`config.mk`:
```
export PLATFORM = sky130hd
export DESIGN_NAME = conditional_diff_subtractor_pipe
export DESIGN_NICKNAME = d
export VERILOG_FILES = /design/src/rtl/conditional_diff_subtractor_pipe.sv
export SDC_FILE = /design/constraint.sdc
export NUM_CORES = 1
export LEC_CHECK = 0
export ABC_CLOCK_PERIOD_IN_PS = 2400
export BUFFER_PORTS_ARGS = -buffer_cell sky130_fd_sc_hd__buf_2
export CORE_AREA = 2 2 64 66
export CTS_BUF_LIST = sky130_fd_sc_hd__clkbuf_8
export DETAILED_ROUTE_END_ITERATION = 8
export DIE_AREA = 0 0 66 68
export PLACE_DENSITY = 0.62
export SLEW_MARGIN = 20
export SYNTH_ARGS = -nofsm -noshare
export SYNTH_HDL_FRONTEND = slang
export SYNTH_SLANG_ARGS = --single-unit
```
`constraint.sdc`:
```
create_clock -name clk -period 2.4 [get_ports clk]
set_input_delay 0.36 -clock clk [delete_from_list [all_inputs] [get_ports clk]]
set_output_delay 0.36 -clock clk [all_outputs]
set_load 0.01 [all_outputs]
```
`src/rtl/conditional_diff_subtractor_pipe.sv`:
```
// conditional_diff_subtractor_pipe: two-stage x - y - bin with the low nibble resolved first and the high nibble chosen from two precomputed candidates.
module conditional_diff_subtractor_pipe (
    input  logic       clk,
    input  logic       rst,
    input  logic       in_valid,
    output logic       in_ready,
    input  logic [7:0] x,
    input  logic [7:0] y,
    input  logic       bin,
    output logic       out_valid,
    input  logic       out_ready,
    output logic [7:0] diff,
    output logic       bout,
    output logic       ovf
);
    function automatic logic [4:0] add4(input logic [3:0] a, input logic [3:0] b, input logic cin);
        logic       c;
        logic [3:0] s;
        c = cin;
        s = '0;
        for (int i = 0; i < 4; i++) begin
            s[i] = a[i] ^ b[i] ^ c;
            c = (a[i] & b[i]) | (c & (a[i] ^ b[i]));
        end
        return {c, s};
    endfunction

    logic [4:0] lo, hi0, hi1;
    logic       s1_valid, s2_adv, accept;
    logic [3:0] d_lo, d_hi0, d_hi1, d_hi;
    logic       b4, bo0, bo1, x7, y7, b_sel;

    // Subtraction as x + ~y with carry-in ~bin; every borrow is the inverted carry.
    assign lo  = add4(x[3:0], ~y[3:0], ~bin);
    assign hi0 = add4(x[7:4], ~y[7:4], 1'b1);
    assign hi1 = add4(x[7:4], ~y[7:4], 1'b0);

    assign s2_adv   = !out_valid || out_ready;
    assign in_ready = !rst && (!s1_valid || s2_adv);
    assign accept   = in_valid && in_ready;
    assign d_hi     = b4 ? d_hi1 : d_hi0;
    assign b_sel    = b4 ? bo1 : bo0;

    always_ff @(posedge clk or posedge rst) begin
        if (rst) begin
            s1_valid  <= 1'b0;
            d_lo      <= '0;
            d_hi0     <= '0;
            d_hi1     <= '0;
            b4        <= 1'b0;
            bo0       <= 1'b0;
            bo1       <= 1'b0;
            x7        <= 1'b0;
            y7        <= 1'b0;
            out_valid <= 1'b0;
            diff      <= '0;
            bout      <= 1'b0;
            ovf       <= 1'b0;
        end else begin
            s1_valid <= accept || (s1_valid && !s2_adv);
            if (accept) begin
                d_lo  <= lo[3:0];
                b4    <= ~lo[4];
                d_hi0 <= hi0[3:0];
                bo0   <= ~hi0[4];
                d_hi1 <= hi1[3:0];
                bo1   <= ~hi1[4];
                x7    <= x[7];
                y7    <= y[7];
            end
            if (s2_adv)
                out_valid <= s1_valid;
            if (s2_adv && s1_valid) begin
                diff <= {d_hi, d_lo};
                bout <= b_sel;
                ovf  <= (x7 != y7) && (d_hi[3] != x7);
            end
        end
    end
endmodule

```
==> flow_metrics.py, run 1 <==
metrics = {
    "run_status": {
        "run_status": "finished clean",
    },
    "placement": {
        "gpl_wtd_cong": 0.720,
        "hpwlAfterDp_um": 2070,
        "place.port_buffers": 32,
        "post_dp_cell_area_sq_um": 1680,
    },
    "timing": {
        "setup_viol_count_final": 0,
        "finalCriticalPeriod_ns": 2.09,
        "final_max_slew_viol_count": 0,
        "finalHoldViolCount": 0,
        "worst_slew_pin_slew_ns": 0.458,
        "grt_setup_unrepaired": "no",
        "worst_slew_margin_rel_pct": 69.4,
        "period_share_pct": 87.0,
        "final.setup_skew_ns": 0.00403,
        "tns_ns": 0,
        "hold_ws_ns": 0.0445,
        "fmax_ghz": 0.479,
    },
    "clocking": {
        "root_buffer": "clkbuf_8",
        "clock_tree.htree_level_count": 2,
        "cts_sinks": 29,
        "cts_repair_resize_count": 0,
        "max-clock-path-buffers": 2,
        "hold_buffers": 0,
        "clkLatencyLatePin_ns": 0.28,
        "clkTransAtPathRegs_ns": 0.06,
        "cts_tree": "yes",
        "post-cts-setup-buffers": 0,
        "cts_buffers": 5,
    },
    "synth": {
        "post-synth-top-count-cell": "dfrtp_1",
        "async_flop_share_pct": 100,
        "yosys_top_cell_area_share_pct": 48.8,
        "yosys_most_used_dff": "dfrtp_1",
        "synth.top_cells.by_area": "dfrtp_1, fa_1, mux2_2",
        "synth_cells": 118,
        "synth-warning-count": 0,
        "post_synth_instance_area_sq_um": 1490,
        "synth_fp_nets": 151,
        "share_of_synthesized_area_occupied_by_flip_flops_and_latches_pct": 48.8,
        "synthDistinctLibCells": 17,
        "yosys_register_bits": 29,
        "post_synth_most_frequent_cells": "dfrtp_1, a31oi_1, inv_1, mux2_2, fa_1",
        "synth.largest_area_cell": "dfrtp_1",
        "post_synth_edffs": 0,
        "synth.avg_cell_area_sq_um": 12.6,
    },
    "finish": {
        "area_delta_synth_final_pct": 18.3,
        "final_core_util_pct": 45.6,
        "multi_input_area_sq_um": 661,
        "stdcell_area_sq_um": 1760,
        "n_fill_cell": 376,
        "register_area_sq_um": 726,
        "insertedDiodeCount": 0,
        "post_route_cells_drive_above_1_share_pct": 37.5,
        "num-nets-final": 184,
    },
    "routing": {
        "iteration_0_drc_count_of_the_detailed_router": 12,
        "routed_wire_length_per_instance_um": 13.2,
        "drtPass1Iterations": 3,
        "detail-route-antenna-nets": 0,
        "via_count": 952,
        "routed_via_density": 4.71,
        "detail_route.wirelength_um": 2670,
        "post-route-drc-count": 0,
    },
    "floorplan": {
        "start_util_pct": 38.6,
        "die_w_um": 66,
        "std_cell_rows": 23,
        "design.die.area_sq_um": 4490,
        "die-height_um": 68,
        "i_o_pin_cnt": 33,
        "core_area_sq_um": 3860,
    },
    "power": {
        "p_per_area_nw_per_um2": 821,
        "vdd_ir_drop_max_uv": 355,
        "seqPwrFrac_pct": 48.4,
        "clock_network_fraction_of_design_power_pct": 25.3,
        "power.static_leakage_nw": 0.834,
        "power_frac_comb_pct": 26.3,
        "power.net_switching_mw": 0.432,
        "p_int_mw": 1.01,
        "switching_share_of_total_power_pct": 29.9,
    },
    "critical_path": {
        "worstReg2RegStart": "s1_valid",
        "regToRegSetupSlack_ns": 0.57,
        "critical_path_required_ns": 2.04,
        "critPathKind": "flop to output pin",
        "worstPathArrival_ns": 1.73,
        "timing.critical_path.from_type": "flop",
        "rr_worst_depth": 3,
        "timing.critical_path.fanout_max": 13,
        "setup.worst_path.end_class": "output pin",
        "regToRegEndpoint": "y7",
    },
    "global_route": {
        "grt_remaining_overflow": 0,
        "grt_pass1_wl_um": 4420,
        "number_of_antenna_violations_at_the_first_check_in_global_routing": 0,
        "grt_start_max_net_pins": 20,
        "first_global_vias": 976,
        "grt_usage_pct": 13.8,
    },
    "worst_hold_path": {
        "hold_path.class": "input pin to asynchronous set/reset pin",
    },
    "job": {
        "drv_cap": 0,
    },
}
cell families (layout without fill, tap and decap cells):
| kind of cell | count (synthesis) | count (layout) | share of synthesized area, % |
|---|---|---|---|
| AO/OA/AOI/OAI | 26 | 26 | 10.5 |
| adder cells (fa/ha/maj) | 12 | 12 | 15.1 |
| buffers and inverters | 22 | 56 | 6.81 |
| flip-flops | 29 | 29 | 48.8 |
| multiplexers | 20 | 20 | 14.8 |
| AND/OR/NAND/NOR | 9 | 9 | 3.95 |
flip-flops by register name, indices dropped and copies added, names as in the netlist:
name / flops
s1_valid: 1
diff: 8
d_hi0: 4
d_hi1: 4
bo0: 1
x7: 1
y7: 1
ovf: 1
b4: 1
d_lo: 4
bo1: 1
bout: 1
out_valid: 1
power by group through the flow:
| stage | clock [mW] | sequential [mW] | combinational [mW] |
|---|---|---|---|
| 2_1_floorplan | 0 | 0.719 | 0.233 |
| 3_3_place_gp | 0 | 0.702 | 0.378 |
| 3_5_place_dp | 0 | 0.708 | 0.390 |
| 4_1_cts | 0.385 | 0.700 | 0.391 |
| 5_1_grt | 0.404 | 0.717 | 0.431 |
| 6_report | 0.366 | 0.699 | 0.380 |
metal layers:
| metal | track usage, % | vias to the layer above | routed length [um] |
|---|---|---|---|
| met1 | 16.0 | 456 | 1110 |
| met3 | 4.44 | 5 | 119 |
| met5 | 0 | - | 0 |
| met4 | 6.89 | 0 | 37 |
| met2 | 23.1 | 21 | 1400 |
| li1 | - | 470 | - |
worst max path at each step:
stage / from / to
finish: s1_valid / in_ready
global placement: y[4] / bo1
CTS: s1_valid / in_ready
detailed placement: y[4] / bo1
floorplan: y[4] / bo1
global route: s1_valid / in_ready
cells in the final DEF (no fill, tap or decap):
| cell type | Yosys | final |
|---|---|---|
| fa_1 | 10 | 10 |
| mux2i_1 | 6 | 6 |
| dfrtp_1 | 29 | 29 |
| inv_1 | 14 | 15 |
| a31oi_1 | 21 | 21 |
| mux2i_2 | 1 | 1 |
| nand2_1 | 2 | 2 |
| nand3_2 | 1 | 1 |
| clkinv_2 | 0 | 2 |
| nand3b_1 | 1 | 1 |
| buf_4 | 0 | 2 |
| and2_4 | 1 | 1 |
| buf_2 | 3 | 32 |
| nand2b_1 | 4 | 4 |
| a21oi_1 | 5 | 5 |
| ha_1 | 2 | 2 |
| clkbuf_8 | 0 | 5 |
| mux2_2 | 13 | 13 |
critical path, stage by stage (launching register included):
cell and delay (ns):
dfrtp_1 0.55, nand3b_1 0.40, and2_4 0.35, buf_2 0.15
per-stage QoR:
step / instances / setup slack [ns] / total power, mW
final: 202 / 0.312 / 1.44
after global routing: 202 / 0.146 / 1.55
after CTS: 202 / 0.304 / 1.47
after detailed placement: 194 / 0.188 / 1.10
after global placement: 194 / 0.218 / 1.08
after floorplan: 118 / 0.364 / 0.952
final cells by class:
| cell class | count | area share (%) |
|---|---|---|
| Sequential cell | 29 | 41.3 |
| Multi-Input combinational cell | 67 | 37.6 |
| Timing Repair Buffer | 34 | 9.96 |
| Clock buffer | 5 | 3.91 |
| Tap cell | 50 | 3.56 |
| Inverter | 14 | 2.99 |
| Clock inverter | 3 | 0.782 |
(Power assumes the default switching activity.)
==> inputs of run 2 (changes only) <==
ABC_AREA = 1   (was not set)
CORE_AREA = 2 2 67 69   (was 2 2 64 66)
CTS_BUF_LIST = not set   (was sky130_fd_sc_hd__clkbuf_8)
DIE_AREA = 0 0 69 71   (was 0 0 66 68)
PLACE_DENSITY = 0.61   (was 0.62)
==> run 2 against run 1 <==
- hold slack better by 0.049 ns
- clock power rose by 39%
- routed wire length rose by 5.7%
- power rose by 4.7%
- first-iteration DRC count rose to 6.4 times the previous value
- worst setup slack better by 0.13 ns
- synthesized area rose by 9.6%
- largest power group unchanged
==> flow_metrics.py, run 2 <==
metrics = {
    "clocking": {
        "cts_tree": "yes",
        "clkTransAtPathRegs_ns": 0.06,
        "max-clock-path-buffers": 2,
        "clkLatencyLatePin_ns": 0.27,
        "cts_repair_resize_count": 0,
        "cts_buffers": 5,
        "root_buffer": "clkbuf_8",
        "cts_sinks": 29,
        "hold_buffers": 0,
        "post-cts-setup-buffers": 0,
        "clock_tree.htree_level_count": 2,
    },
    "floorplan": {
        "die-height_um": 71,
        "i_o_pin_cnt": 33,
        "core_area_sq_um": 4200,
        "die_w_um": 69,
        "start_util_pct": 38.8,
        "std_cell_rows": 24,
        "design.die.area_sq_um": 4900,
    },
    "critical_path": {
        "crit_path_max_incr_delay_ns": 0.49,
        "path_buf_inv": 4,
        "worstPathArrival_ns": 2.12,
        "timing.critical_path.max_delay_family": "adder cells",
        "critical_path_required_ns": 2.57,
        "timing.critical_path.from_type": "input pin",
        "setup.worst_path.end_class": "flop",
        "cpMaxStageDelayCell": "fa_1",
        "worstPathCellList": "buf_2 -> inv_1 -> ha_1 -> inv_1 -> fa_1 -> fa_1 -> fa_1 -> inv_1 -> nand4_1 -> nand2_1",
        "timing.critical_path.fanout_max": 2,
        "critPathKind": "input pin to flop",
    },
    "power": {
        "clock_network_fraction_of_design_power_pct": 33.6,
        "seqPwrFrac_pct": 43.8,
        "power_frac_comb_pct": 22.6,
        "switching_share_of_total_power_pct": 28.7,
        "power.static_leakage_nw": 1.11,
        "p_per_area_nw_per_um2": 799,
        "vdd_ir_drop_max_uv": 251,
        "power.net_switching_mw": 0.434,
        "p_int_mw": 1.08,
    },
    "timing": {
        "grt_setup_unrepaired": "no",
        "final.setup_skew_ns": 0.00701,
        "period_share_pct": 81.4,
        "finalCriticalPeriod_ns": 1.95,
        "fmax_ghz": 0.512,
        "setup_viol_count_final": 0,
        "worst_slew_margin_rel_pct": 68.8,
        "final_max_slew_viol_count": 0,
        "finalHoldViolCount": 0,
        "tns_ns": 0,
        "worst_slew_pin_slew_ns": 0.467,
    },
    "synth": {
        "post_synth_edffs": 0,
        "async_flop_share_pct": 100,
        "synth.top_cells.by_area": "dfrtp_1, nand2_1, fa_1",
        "synthDistinctLibCells": 14,
        "yosys_most_used_dff": "dfrtp_1",
        "synth.largest_area_cell": "dfrtp_1",
        "synth_cells": 188,
        "yosys_register_bits": 29,
        "yosys_top_cell_area_share_pct": 44.5,
        "share_of_synthesized_area_occupied_by_flip_flops_and_latches_pct": 44.5,
        "post_synth_instance_area_sq_um": 1630,
        "synth.avg_cell_area_sq_um": 8.67,
        "synth-warning-count": 0,
        "post_synth_most_frequent_cells": "nand2_1, dfrtp_1, inv_1, nand4_1, fa_1",
        "post-synth-top-count-cell": "nand2_1",
        "synth_fp_nets": 221,
    },
    "routing": {
        "iteration_0_drc_count_of_the_detailed_router": 77,
        "detail-route-antenna-nets": 0,
        "post-route-drc-count": 0,
        "routed_wire_length_per_instance_um": 10.3,
        "routed_via_density": 4.45,
        "drtPass1Iterations": 4,
        "detail_route.wirelength_um": 2820,
        "via_count": 1216,
    },
    "job": {
        "drv_cap": 0,
    },
    "placement": {
        "hpwlAfterDp_um": 2140,
        "gpl_wtd_cong": 0.761,
        "place.port_buffers": 32,
        "dp.cells": 265,
    },
    "global_route": {
        "number_of_antenna_violations_at_the_first_check_in_global_routing": 0,
        "grt_remaining_overflow": 0,
        "grt_usage_pct": 12.6,
        "first_global_vias": 1094,
        "grt_start_max_net_pins": 28,
        "grt_pass1_wl_um": 5000,
    },
    "worst_hold_path": {
        "hold_path.class": "input pin to asynchronous set/reset pin",
    },
    "finish": {
        "finish.cell_count_without_fillers": 273,
        "area_delta_synth_final_pct": 16.1,
        "largest_reg_flops": 8,
        "most_common_cell_after_layout_fill_and_taps_aside": "nand2_1",
        "registers.top_by_ff_count": "diff",
        "num-nets-final": 253,
        "mostFrequentLayoutCells": "nand2_1, buf_2, dfrtp_1",
        "post_route_cells_drive_above_1_share_pct": 20.4,
        "insertedDiodeCount": 0,
    },
    "run_status": {
        "run_status": "finished clean",
    },
}
[run 2: changes by cell type after synthesis, sizes merged, moves of 5 or more]
| cell | previous run | this run |
|---|---|---|
| mux2i | 7 | 0 |
| inv | 14 | 30 |
| nand2 | 2 | 85 |
| nand4 | 0 | 17 |
| mux2 | 13 | 0 |
| a31oi | 21 | 0 |
| a21oi | 5 | 0 |
[run 2: routing by layer]
| metal | global-route usage (%) | part of all wire, % |
|---|---|---|
| met1 | 16.7 | 49 |
| met2 | 19.7 | 46 |
| met3 | 2.71 | 3.9 |
| met4 | 6.54 | 1.7 |
| met5 | 0 | 0 |
[run 2: worst register-to-register path: stages, from the launching register on]
cell and delay [ns]:
dfrtp_1 0.40, nand3_2 0.08, buf_4 0.23, nand3_4 0.23, nand2_1 0.13, nand2_1 0.05
[run 2: layout make-up]
cell class / count / area [sq um]
multi-input cells: 120 / 698
clock buffers: 7 / 86.3
inverters: 30 / 113
flip-flops and latches: 29 / 726
well taps: 52 / 65.1
clock inverters: 1 / 30.0
repair buffers: 34 / 175
fillers: 445 / 2310
[run 2: logic make-up (layout without fill, tap and decap cells)]
family / after synthesis / in the layout / synth area share (%)
and+or+nand+nor: 107 / 107 / 28.7
buffers and inverters: 39 / 72 / 12.7
DFF: 29 / 29 / 44.5
adders and majority gates: 12 / 12 / 13.8
AOI/OAI and AO/OA: 1 / 1 / 0.307
[run 2: final timing paths]
path | from | to | slack (ns) | cells after the start
max | y[4] | d_hi1[3] | 0.45 | 10
min | rst | d_lo[0] | 0.09 | 2
max reg2reg | out_valid | bo0 | 1.17 | 5
min reg2reg | diff[6] | diff[6] | 0.47 | 2
max in group asynchronous | rst | d_hi1[1] | 1.63 | 3
min in group clk | x[7] | x7 | 0.36 | 3
[run 2: power groups by stage]
stage          Sequential [mW]  Clock [mW]  Combinational [mW]
2_1_floorplan            0.687           0               0.222
3_3_place_gp             0.671           0               0.343
3_5_place_dp             0.671           0               0.350
4_1_cts                  0.664       0.520               0.352
5_1_grt                  0.680       0.548               0.401
6_report                 0.663       0.508               0.342
[run 2: metrics by stage]
step	worst slack (ns)	hold slack (ns)	instance area, sq um	power, mW	utilization [%]
global placement	0.160	0.401	1780	1.01	42.3
finish	0.445	0.0937	1890	1.51	45.0
detailed placement	0.132	0.398	1780	1.02	42.3
CTS	0.433	0.106	1890	1.54	45.0
floorplan	0.341	0.433	1630	0.909	-
global route	0.356	0.120	1890	1.63	45.0
